==> config.mk <==
export PLATFORM = sky130hd
export DESIGN_NAME = seq_divider
export DESIGN_NICKNAME = d
export VERILOG_FILES = /design/src/rtl/div_pkg.sv /design/src/rtl/div_step.sv /design/src/rtl/seq_divider.sv
export SDC_FILE = /design/constraint.sdc
export NUM_CORES = 1
export LEC_CHECK = 0
export ABC_AREA = 1
export CAP_MARGIN = 40
export CELL_PAD_IN_SITES_DETAIL_PLACEMENT = 0
export CELL_PAD_IN_SITES_GLOBAL_PLACEMENT = 2
export CORE_MARGIN = 4
export CORE_UTILIZATION = 29
export DETAILED_ROUTE_END_ITERATION = 10
export PLACE_DENSITY = 0.78
export SETUP_SLACK_MARGIN = 0.15
export SYNTH_ARGS = -nofsm -noshare
export SYNTH_HDL_FRONTEND = slang
export SYNTH_SLANG_ARGS = --single-unit
==> constraint.sdc <==
create_clock -name CLK -period 1.7 [get_ports CLK]
set_clock_uncertainty 0.05 [all_clocks]
set_input_delay 0.34 -clock CLK [delete_from_list [all_inputs] [get_ports CLK]]
set_output_delay 0.34 -clock CLK [all_outputs]
set_load 0.01 [all_outputs]
==> src/rtl/div_pkg.sv <==
// Shared types and constants for the sequential restoring divider.
// Signed operation is enabled by defining DIV_SIGNED_EN.
package div_pkg;

    typedef enum logic [1:0] {
        IDLE,
        CALC,
        FINISH
    } state_e;

    // Width of the iteration counter, which must be able to hold the value WIDTH.
    function automatic int unsigned cnt_width(input int unsigned width);
        return $clog2(width + 1);
    endfunction

    localparam logic [31:0] DIV_ZERO_QUO = '1;

endpackage

==> src/rtl/div_step.sv <==
// One restoring-division iteration: shift in the next dividend bit, then trial-subtract the divisor.
// Behaviour is the same whether or not DIV_SIGNED_EN is defined.
module div_step #(
    parameter int unsigned WIDTH = 8
) (
    input  logic [WIDTH:0]   rem_i,
    input  logic [WIDTH-1:0] quo_i,
    input  logic [WIDTH-1:0] div_i,
    output logic [WIDTH:0]   rem_o,
    output logic [WIDTH-1:0] quo_o
);

    logic [WIDTH:0]   shifted;
    logic [WIDTH+1:0] trial;

    // The top bit of rem_i is always zero here, so it serves as the sign guard of the subtraction.
    always_comb begin
        shifted = {rem_i[WIDTH-1:0], quo_i[WIDTH-1]};
        trial   = {rem_i[WIDTH], shifted} - {2'b00, div_i};
        if (!trial[WIDTH+1]) begin
            rem_o = trial[WIDTH:0];
            quo_o = {quo_i[WIDTH-2:0], 1'b1};
        end else begin
            rem_o = shifted;
            quo_o = {quo_i[WIDTH-2:0], 1'b0};
        end
    end

endmodule

==> src/rtl/seq_divider.sv <==
// Multi-cycle restoring divider with a START/BUSY/DONE handshake and a divide-by-zero flag.
// Defining DIV_SIGNED_EN enables two's-complement operands with truncating division.
module seq_divider
    import div_pkg::*;
#(
    parameter int unsigned WIDTH = 8
) (
    input  logic             CLK,
    input  logic             RST_N,
    input  logic             START,
    input  logic [WIDTH-1:0] DIVIDEND,
    input  logic [WIDTH-1:0] DIVISOR,
    output logic             BUSY,
    output logic             DONE,
    output logic [WIDTH-1:0] QUOTIENT,
    output logic [WIDTH-1:0] REMAINDER,
    output logic             DIV_ZERO
);

    localparam int unsigned CW = cnt_width(WIDTH);

    state_e           state_q;
    logic [CW-1:0]    cnt_q;
    logic [WIDTH:0]   rem_q, rem_d;
    logic [WIDTH-1:0] quo_q, quo_d;
    logic [WIDTH-1:0] div_q;
    logic             dz_q;
    logic [WIDTH-1:0] dvd_mag, dvs_mag, quo_fix, rem_fix;
`ifdef DIV_SIGNED_EN
    logic             neg_q_q, neg_r_q;
`endif

    div_step #(.WIDTH(WIDTH)) u_step (
        .rem_i (rem_q),
        .quo_i (quo_q),
        .div_i (div_q),
        .rem_o (rem_d),
        .quo_o (quo_d)
    );

    always_comb begin
`ifdef DIV_SIGNED_EN
        dvd_mag = DIVIDEND[WIDTH-1] ? -DIVIDEND : DIVIDEND;
        dvs_mag = DIVISOR[WIDTH-1]  ? -DIVISOR  : DIVISOR;
`else
        dvd_mag = DIVIDEND;
        dvs_mag = DIVISOR;
`endif
    end

    // On divide-by-zero quo_q holds the raw dividend, which becomes the remainder.
    always_comb begin
        quo_fix = quo_q;
        rem_fix = rem_q[WIDTH-1:0];
        if (dz_q) begin
            quo_fix = DIV_ZERO_QUO[WIDTH-1:0];
            rem_fix = quo_q;
        end
`ifdef DIV_SIGNED_EN
        else begin
            if (neg_q_q) quo_fix = -quo_q;
            if (neg_r_q) rem_fix = -rem_q[WIDTH-1:0];
        end
`endif
    end

    always_ff @(posedge CLK or negedge RST_N) begin
        if (!RST_N) begin
            state_q   <= IDLE;
            cnt_q     <= '0;
            rem_q     <= '0;
            quo_q     <= '0;
            div_q     <= '0;
            dz_q      <= 1'b0;
            BUSY      <= 1'b0;
            DONE      <= 1'b0;
            QUOTIENT  <= '0;
            REMAINDER <= '0;
            DIV_ZERO  <= 1'b0;
`ifdef DIV_SIGNED_EN
            neg_q_q   <= 1'b0;
            neg_r_q   <= 1'b0;
`endif
        end else begin
            DONE <= 1'b0;
            case (state_q)
                IDLE: begin
                    if (START) begin
                        BUSY  <= 1'b1;
                        rem_q <= '0;
                        dz_q  <= (DIVISOR == '0);
`ifdef DIV_SIGNED_EN
                        neg_q_q <= DIVIDEND[WIDTH-1] ^ DIVISOR[WIDTH-1];
                        neg_r_q <= DIVIDEND[WIDTH-1];
`endif
                        if (DIVISOR == '0) begin
                            quo_q   <= DIVIDEND;
                            div_q   <= '0;
                            state_q <= FINISH;
                        end else begin
                            quo_q   <= dvd_mag;
                            div_q   <= dvs_mag;
                            cnt_q   <= CW'(WIDTH);
                            state_q <= CALC;
                        end
                    end
                end
                CALC: begin
                    rem_q <= rem_d;
                    quo_q <= quo_d;
                    cnt_q <= cnt_q - CW'(1);
                    if (cnt_q == CW'(1)) state_q <= FINISH;
                end
                FINISH: begin
                    QUOTIENT  <= quo_fix;
                    REMAINDER <= rem_fix;
                    DIV_ZERO  <= dz_q;
                    DONE      <= 1'b1;
                    BUSY      <= 1'b0;
                    state_q   <= IDLE;
                end
                default: state_q <= IDLE;
            endcase
        end
    end

endmodule

==> impl_metrics.py, run 1 <==
metrics = {
    "global_route": {
        "grt_first_pass_wirelength_um": 13270,
        "grt_overflow_total": 0,
        "antenna_found_initial": 0,
        "first_global_vias": 2605,
        "grt_max_degree": 52,
        "grtUsageTotal_pct": 14.59,
    },
    "sta": {
        "setup_ws_ns": -0.05310,
        "post-route-period-util_pct": 103.1,
        "rsz0062_at_grt": "yes",
        "setup_viol": 8,
        "tightestPinTransition_ns": 0.2830,
        "max_freq_mhz": 570.4,
        "slew_violations": 0,
        "maxSlewHeadroom_pct": 81.01,
        "hold_violations": 0,
        "period_minus_slack_ns": 1.753,
        "setup_tns_ns": -0.2006,
    },
    "route": {
        "post-route-drc-count": 0,
        "vias": 2579,
        "drt-initial-drc-count": 90,
        "final_antenna_net_count": 0,
        "viasPerCell": 4.557,
        "wl_um": 7758,
        "drtPass1Iterations": 4,
        "routedWlPerCell_um": 13.71,
    },
    "clocking": {
        "clk_path_buf_depth": 2,
        "cts_tree": "built",
        "path_clk_slew_ns": 0.11,
        "insertion_delay_ns": 0.31,
        "clkSinkCount": 51,
        "htreeDepth": 2,
        "cts_root_buf": "clkbuf_8",
        "cts_inserted_buffers": 5,
    },
    "floorplanning": {
        "dieArea_um2": 11370,
        "rows": 35,
        "die_w_um": 106.6,
        "initial_core_util_pct": 30.11,
        "die_height_um": 106.6,
        "core_um2": 9371,
        "io_pins": 38,
    },
    "flow_run": {
        "drv_cap": 0,
    },
    "cells_and_area": {
        "drive_gt1_share_pct": 24.03,
        "final_area_um2": 3936,
        "synthToLayoutAreaGrowth_pct": 39.51,
        "finalNetCount": 466,
        "insertedDiodeCount": 0,
    },
    "worst_setup_path": {
        "arrival_ns": 1.91,
        "crit_chain": "ha_4, fa_2, inv_2, nand2_2, nand2_4, nand2_2, nand3_1, nand2_1, inv_1, nand2_1, nand3_1, nand2_1",
        "cp_slowest_cell": "dfrtp_2",
        "startpoint_type": "register",
        "critPathMaxFanout": 2,
        "cpMostUsedCell": "nand2_1",
        "crit_path_max_incr_delay_ns": 0.45,
        "worstPathRequired_ns": 1.86,
        "cp-end-kind": "register",
        "path_class": "reg -> reg",
    },
    "placed_design": {
        "postPlaceCellArea_um2": 3690,
        "post-dp-hpwl_um": 5759,
        "io_buffers": 37,
        "place.gp.congestion": 0.7694,
        "dp_slack_ns": -0.1407,
    },
    "pwr": {
        "switching_power_mw": 4.061,
        "switching_share_pct": 45.65,
        "power_mw": 8.897,
        "vdd_drop_max_v": 0.0007950,
        "p_leak_nw": 1.941,
        "seq_power_share_pct": 25.8,
        "internal-power_mw": 4.836,
        "powerDensity_nw_per_um2": 2260,
        "pwr-share-clk_pct": 10.0,
        "combPwrFrac_pct": 64.3,
    },
    "hold_path": {
        "worstHoldPathType": "reg -> reg",
    },
    "status": {
        "failed_checks": "negative setup slack",
        "outcome": "complete, but fails checks",
    },
    "synthesis": {
        "synth.most_common_cell": "nand2_1",
        "syn_inst": 354,
        "ys_types": 32,
        "synth-main-ff-cell": "dfrtp_1",
        "synth_top_cell_by_area": "dfrtp_1",
        "synth_area_um2": 2821,
        "synth_area_leaders": "dfrtp_1, nand2_1, inv_1",
        "synth_seq_cells": 51,
        "synthArstFlopShare_pct": 100.0,
        "yosysSeqAreaShare_pct": 45.23,
        "synth-warning-count": 0,
        "synth.top_cell.area_share_pct": 45.23,
        "synthTopCellsByCount": "nand2_1, dfrtp_1, inv_1",
        "syn_area_per_cell_um2": 7.970,
        "syn-num-nets": 384,
        "synth_edf_count": 0,
    },
}
## per-stage QoR
step	util, %	hold slack [ns]	instances
after floorplan	-	-0.005591	354
after detailed placement	39.37	0.3096	549
after CTS	41.52	0.4327	563
final	42.00	0.4281	566
after global placement	39.37	0.3061	549
after global routing	42.00	0.4612	566
## path summary, 6_finish.rpt
check / from / endpoint / slack [ns] / cells past startpoint
setup / recovery: div_q[0] / rem_q[8] / -0.05 / 12
hold / removal: QUOTIENT[2] / QUOTIENT[2] / 0.43 / 2
setup reg to reg: div_q[0] / rem_q[8] / -0.05 / 12
hold reg to reg: QUOTIENT[2] / QUOTIENT[2] / 0.43 / 2
max in group asynchronous: RST_N / div_q[0] / 0.85 / 3
min in group asynchronous: RST_N / quo_q[2] / 0.50 / 3
## placed cells by master (no fill, tap or decap), drive strengths merged
master	instances
a21oi	9
a31oi	7
buf	45
bufinv	1
clkbuf	6
clkdlybuf4s50	17
clkinv	1
dfrtp	51
dlygate4sd2	19
dlygate4sd3	1
fa	1
ha	10
inv	48
nand2	100
nand3	31
nand3b	6
nand4	6
nor2	34
o211a	1
o211ai	1
o21ai	31
o22ai	8
xnor2	2
xor2	1
## repair_timing
action	CTS	global route
gates cloned	1	0
setup buffers	4	3
pin swaps	16	16
hold endpoints to repair	51	0
setup endpoints to repair	29	22
hold buffers	1	0
resized for setup	35	12
## worst max-delay path, delay by kind of cell, from the launching register on
| family | cells | cell delay [ns] |
|---|---|---|
| buf+inv | 2 | 0.13 |
| fa+ha+maj | 2 | 0.53 |
| simple gates | 8 | 0.49 |
| flops | 1 | 0.45 |
## power groups by stage
stage | Clock (mW) | Sequential (mW) | Combinational [mW]
after floorplan | 0 | 2.31 | 3.34
after global placement | 0 | 2.30 | 5.37
after detailed placement | 0 | 2.31 | 5.43
after CTS | 0.926 | 2.29 | 5.65
after global routing | 0.969 | 2.36 | 6.44
final | 0.889 | 2.29 | 5.72
## state kept, by name (all words and copies together) (netlist names)
register / count
rem_q: 9
QUOTIENT: 8
REMAINDER: 8
div_q: 8
quo_q: 8
cnt_q: 4
state_q: 2
BUSY: 1
DIV_ZERO: 1
DONE: 1
dz_q: 1
## final cells by class
class | instances | area (um^2)
Timing Repair Buffer | 82 | 694.4
Multi-Input combinational cell | 248 | 1506
Fill cell | 1002 | 5435
Clock inverter | 2 | 38.79
Inverter | 48 | 185.2
Clock buffer | 6 | 72.57
Tap cell | 129 | 161.4
Sequential cell | 51 | 1277
## logic make-up after synthesis
kind of cell | Yosys count | share of synthesized area (%)
and+or+nand+nor | 176 | 29.53
AOI/OAI and AO/OA | 57 | 11.31
buffers and inverters | 56 | 7.849
DFF | 51 | 45.23
adders and majority gates | 11 | 5.144
xor gates and xnor gates | 3 | 0.9314
## layer usage
| layer | share of wire, % | track usage [%] |
|---|---|---|
| met1 | 51 | 21.52 |
| met2 | 45 | 22.53 |
| met3 | 2.8 | 2.228 |
| met4 | 1.3 | 3.379 |
| met5 | 0 | 0 |
Power figures use the tool's default switching activity.
==> run 2: changes to the inputs <==
--- a/config.mk
+++ b/config.mk
@@ -14,6 +14,7 @@
 export DETAILED_ROUTE_END_ITERATION = 10
 export PLACE_DENSITY = 0.78
 export SETUP_SLACK_MARGIN = 0.15
+export SLEW_MARGIN = 10
 export SYNTH_ARGS = -nofsm -noshare
 export SYNTH_HDL_FRONTEND = slang
 export SYNTH_SLANG_ARGS = --single-unit
==> results of run 2 <==
Same layout as run 1: the final DEF is identical, and so are final timing and power.
==> run 3: changes to the inputs <==
--- a/config.mk
+++ b/config.mk
@@ -9,7 +9,6 @@
 export CAP_MARGIN = 40
 export CELL_PAD_IN_SITES_DETAIL_PLACEMENT = 0
 export CELL_PAD_IN_SITES_GLOBAL_PLACEMENT = 2
-export CORE_MARGIN = 4
 export CORE_UTILIZATION = 29
 export DETAILED_ROUTE_END_ITERATION = 10
 export PLACE_DENSITY = 0.78
==> run 3 against run 2 <==
The flow still finishes with violations (negative setup slack). Critical path depth is 2 lower. Largest cell class unchanged. Worst hold slack gained 0.0015 ns. Sequential share of layout area down 0.38 points. Power up 0.14%. Critical endpoint is now rem_q[0]. Clock power shrank 16%. Register-to-register slack worse by 0.03 ns. Combinational power increased by 3%. Cell area increased by 1.2%. Sequential cell count unchanged. Cell count stayed put. Die area fell by 11%.
==> impl_metrics.py, run 3 (synthesis results as in run 1) <==
metrics = {
    "status": {
        "outcome": "complete, but fails checks",
        "failed_checks": "negative setup slack",
    },
    "sta": {
        "hold-worst-slack_ns": 0.4297,
        "setup_viol": 10,
        "tightestPinTransition_ns": 0.2971,
        "maxSlewHeadroom_pct": 80.07,
        "max_freq_mhz": 561.2,
        "setup_ws_ns": -0.08202,
        "hold_violations": 0,
        "rsz0062_at_grt": "yes",
        "slew_violations": 0,
        "post-route-period-util_pct": 104.8,
        "period_minus_slack_ns": 1.782,
    },
    "clocking": {
        "path_clk_slew_ns": 0.11,
        "cts_root_buf": "clkbuf_8",
        "cts_inserted_buffers": 5,
        "clk_path_buf_depth": 2,
        "clkSinkCount": 51,
        "insertion_delay_ns": 0.31,
        "cts_tree": "built",
        "htreeDepth": 2,
    },
    "global_route": {
        "first_global_vias": 2622,
        "grtUsageTotal_pct": 16.70,
        "antenna_found_initial": 0,
        "grt_overflow_total": 0,
        "grt_first_pass_wirelength_um": 13040,
        "grt_max_degree": 52,
    },
    "placed_design": {
        "place.gp.congestion": 0.7626,
        "io_buffers": 37,
        "post-dp-hpwl_um": 5632,
        "dp_slack_ns": -0.1430,
        "place_inst": 553,
    },
    "floorplanning": {
        "io_pins": 38,
        "core_um2": 9328,
        "rows": 35,
        "die_w_um": 100.6,
        "dieArea_um2": 10130,
        "initial_core_util_pct": 30.25,
        "die_height_um": 100.6,
    },
    "worst_setup_path": {
        "reg2reg_slack_ns": -0.08,
        "reg2reg_to": "rem_q[0]",
        "path_class": "reg -> reg",
        "worstPathRequired_ns": 1.86,
        "startpoint_type": "register",
        "cp-end-kind": "register",
        "arrival_ns": 1.94,
        "r2r_cells": 10,
        "rr_startpoint": "rem_q[6]",
        "critPathMaxFanout": 5,
    },
    "flow_run": {
        "drv_cap": 0,
    },
    "cells_and_area": {
        "final_common_cell": "nand2_1",
        "insertedDiodeCount": 0,
        "largest_reg_flops": 9,
        "drive_gt1_share_pct": 26.77,
        "largest-register": "rem_q",
        "finalNetCount": 466,
        "fin_cells": 566,
        "synthToLayoutAreaGrowth_pct": 41.15,
        "final_cell_mix": "nand2_1, dfrtp_1, buf_4",
        "fin_util_pct": 42.70,
    },
    "route": {
        "drt-initial-drc-count": 139,
        "vias": 2543,
        "routedWlPerCell_um": 13.43,
        "final_antenna_net_count": 0,
        "wl_um": 7604,
        "viasPerCell": 4.493,
        "post-route-drc-count": 0,
        "drtPass1Iterations": 4,
    },
    "hold_path": {
        "hp-start": "QUOTIENT[2]",
        "worstHoldPathType": "reg -> reg",
        "holdPathStages": 2,
        "hold_end": "QUOTIENT[2]",
    },
    "pwr": {
        "p_leak_nw": 1.947,
        "powerDensity_nw_per_um2": 2237,
        "vdd_drop_max_v": 0.0007198,
    },
}
-- run 3: through the flow --
stage / setup TNS, ns / cell area (um^2) / power, mW
floorplan: 0 / 2914 / 5.657
global placement: -0.8101 / 3745 / 7.745
detailed placement: -1.106 / 3745 / 7.821
CTS: -0.5662 / 3909 / 8.747
global route: -1.632 / 3983 / 9.815
finish: -0.4918 / 3983 / 8.909
-- run 3: how the worst max path moves through the flow --
stage,startpoint,endpoint,slack [ns],cells past startpoint
after global placement,DIVISOR[7],cnt_q[2],-0.11,10
after CTS,div_q[0],rem_q[8],-0.09,13
after global routing,rem_q[3],rem_q[0],-0.19,12
after floorplan,quo_q[7],rem_q[8],0.07,13
after detailed placement,DIVISOR[7],cnt_q[2],-0.14,10
final,rem_q[6],rem_q[0],-0.08,10
-- run 3: what timing repair did --
item | in CTS | in global routing
setup endpoints to repair | 30 | 20
resized for setup | 35 | 21
cloned | 1 | 0
pin swaps | 27 | 22
hold buffers | 1 | 0
setup buffers | 3 | 0
hold endpoints to repair | 51 | 0
-- run 3: worst max-delay path, cell delays in order (launching register included) --
cell and delay, ns:
dfrtp_1 0.45, ha_4 0.33, nand2_4 0.06, nor2_4 0.14, nand3_4 0.13, nand3_4 0.14
nand2_4 0.09, nand2_4 0.11, nand2_1 0.07, nand3_2 0.06, nand2_1 0.05
-- run 3: metal layers --
metal / share of wire [%] / track usage, %
met3: 2.8 / 2.150
met5: 0 / 0
met1: 49 / 22.30
met2: 48 / 28.71
met4: 0.78 / 4.013
-- run 3: layout make-up --
type / count / area [um^2]
fillers: 943 / 5345
multi-input cells: 248 / 1549
clock inverters: 3 / 23.77
clock buffers: 5 / 68.82
well taps: 129 / 161.4
repair buffers: 82 / 719.4
inverters: 48 / 182.7
flip-flops and latches: 51 / 1277
-- run 3: power breakdown --
group | internal, mW | total (mW) | switching (mW)
combinational | 2.64 | 5.89 | 3.25
clock | 0.299 | 0.748 | 0.449
sequential | 1.81 | 2.27 | 0.460
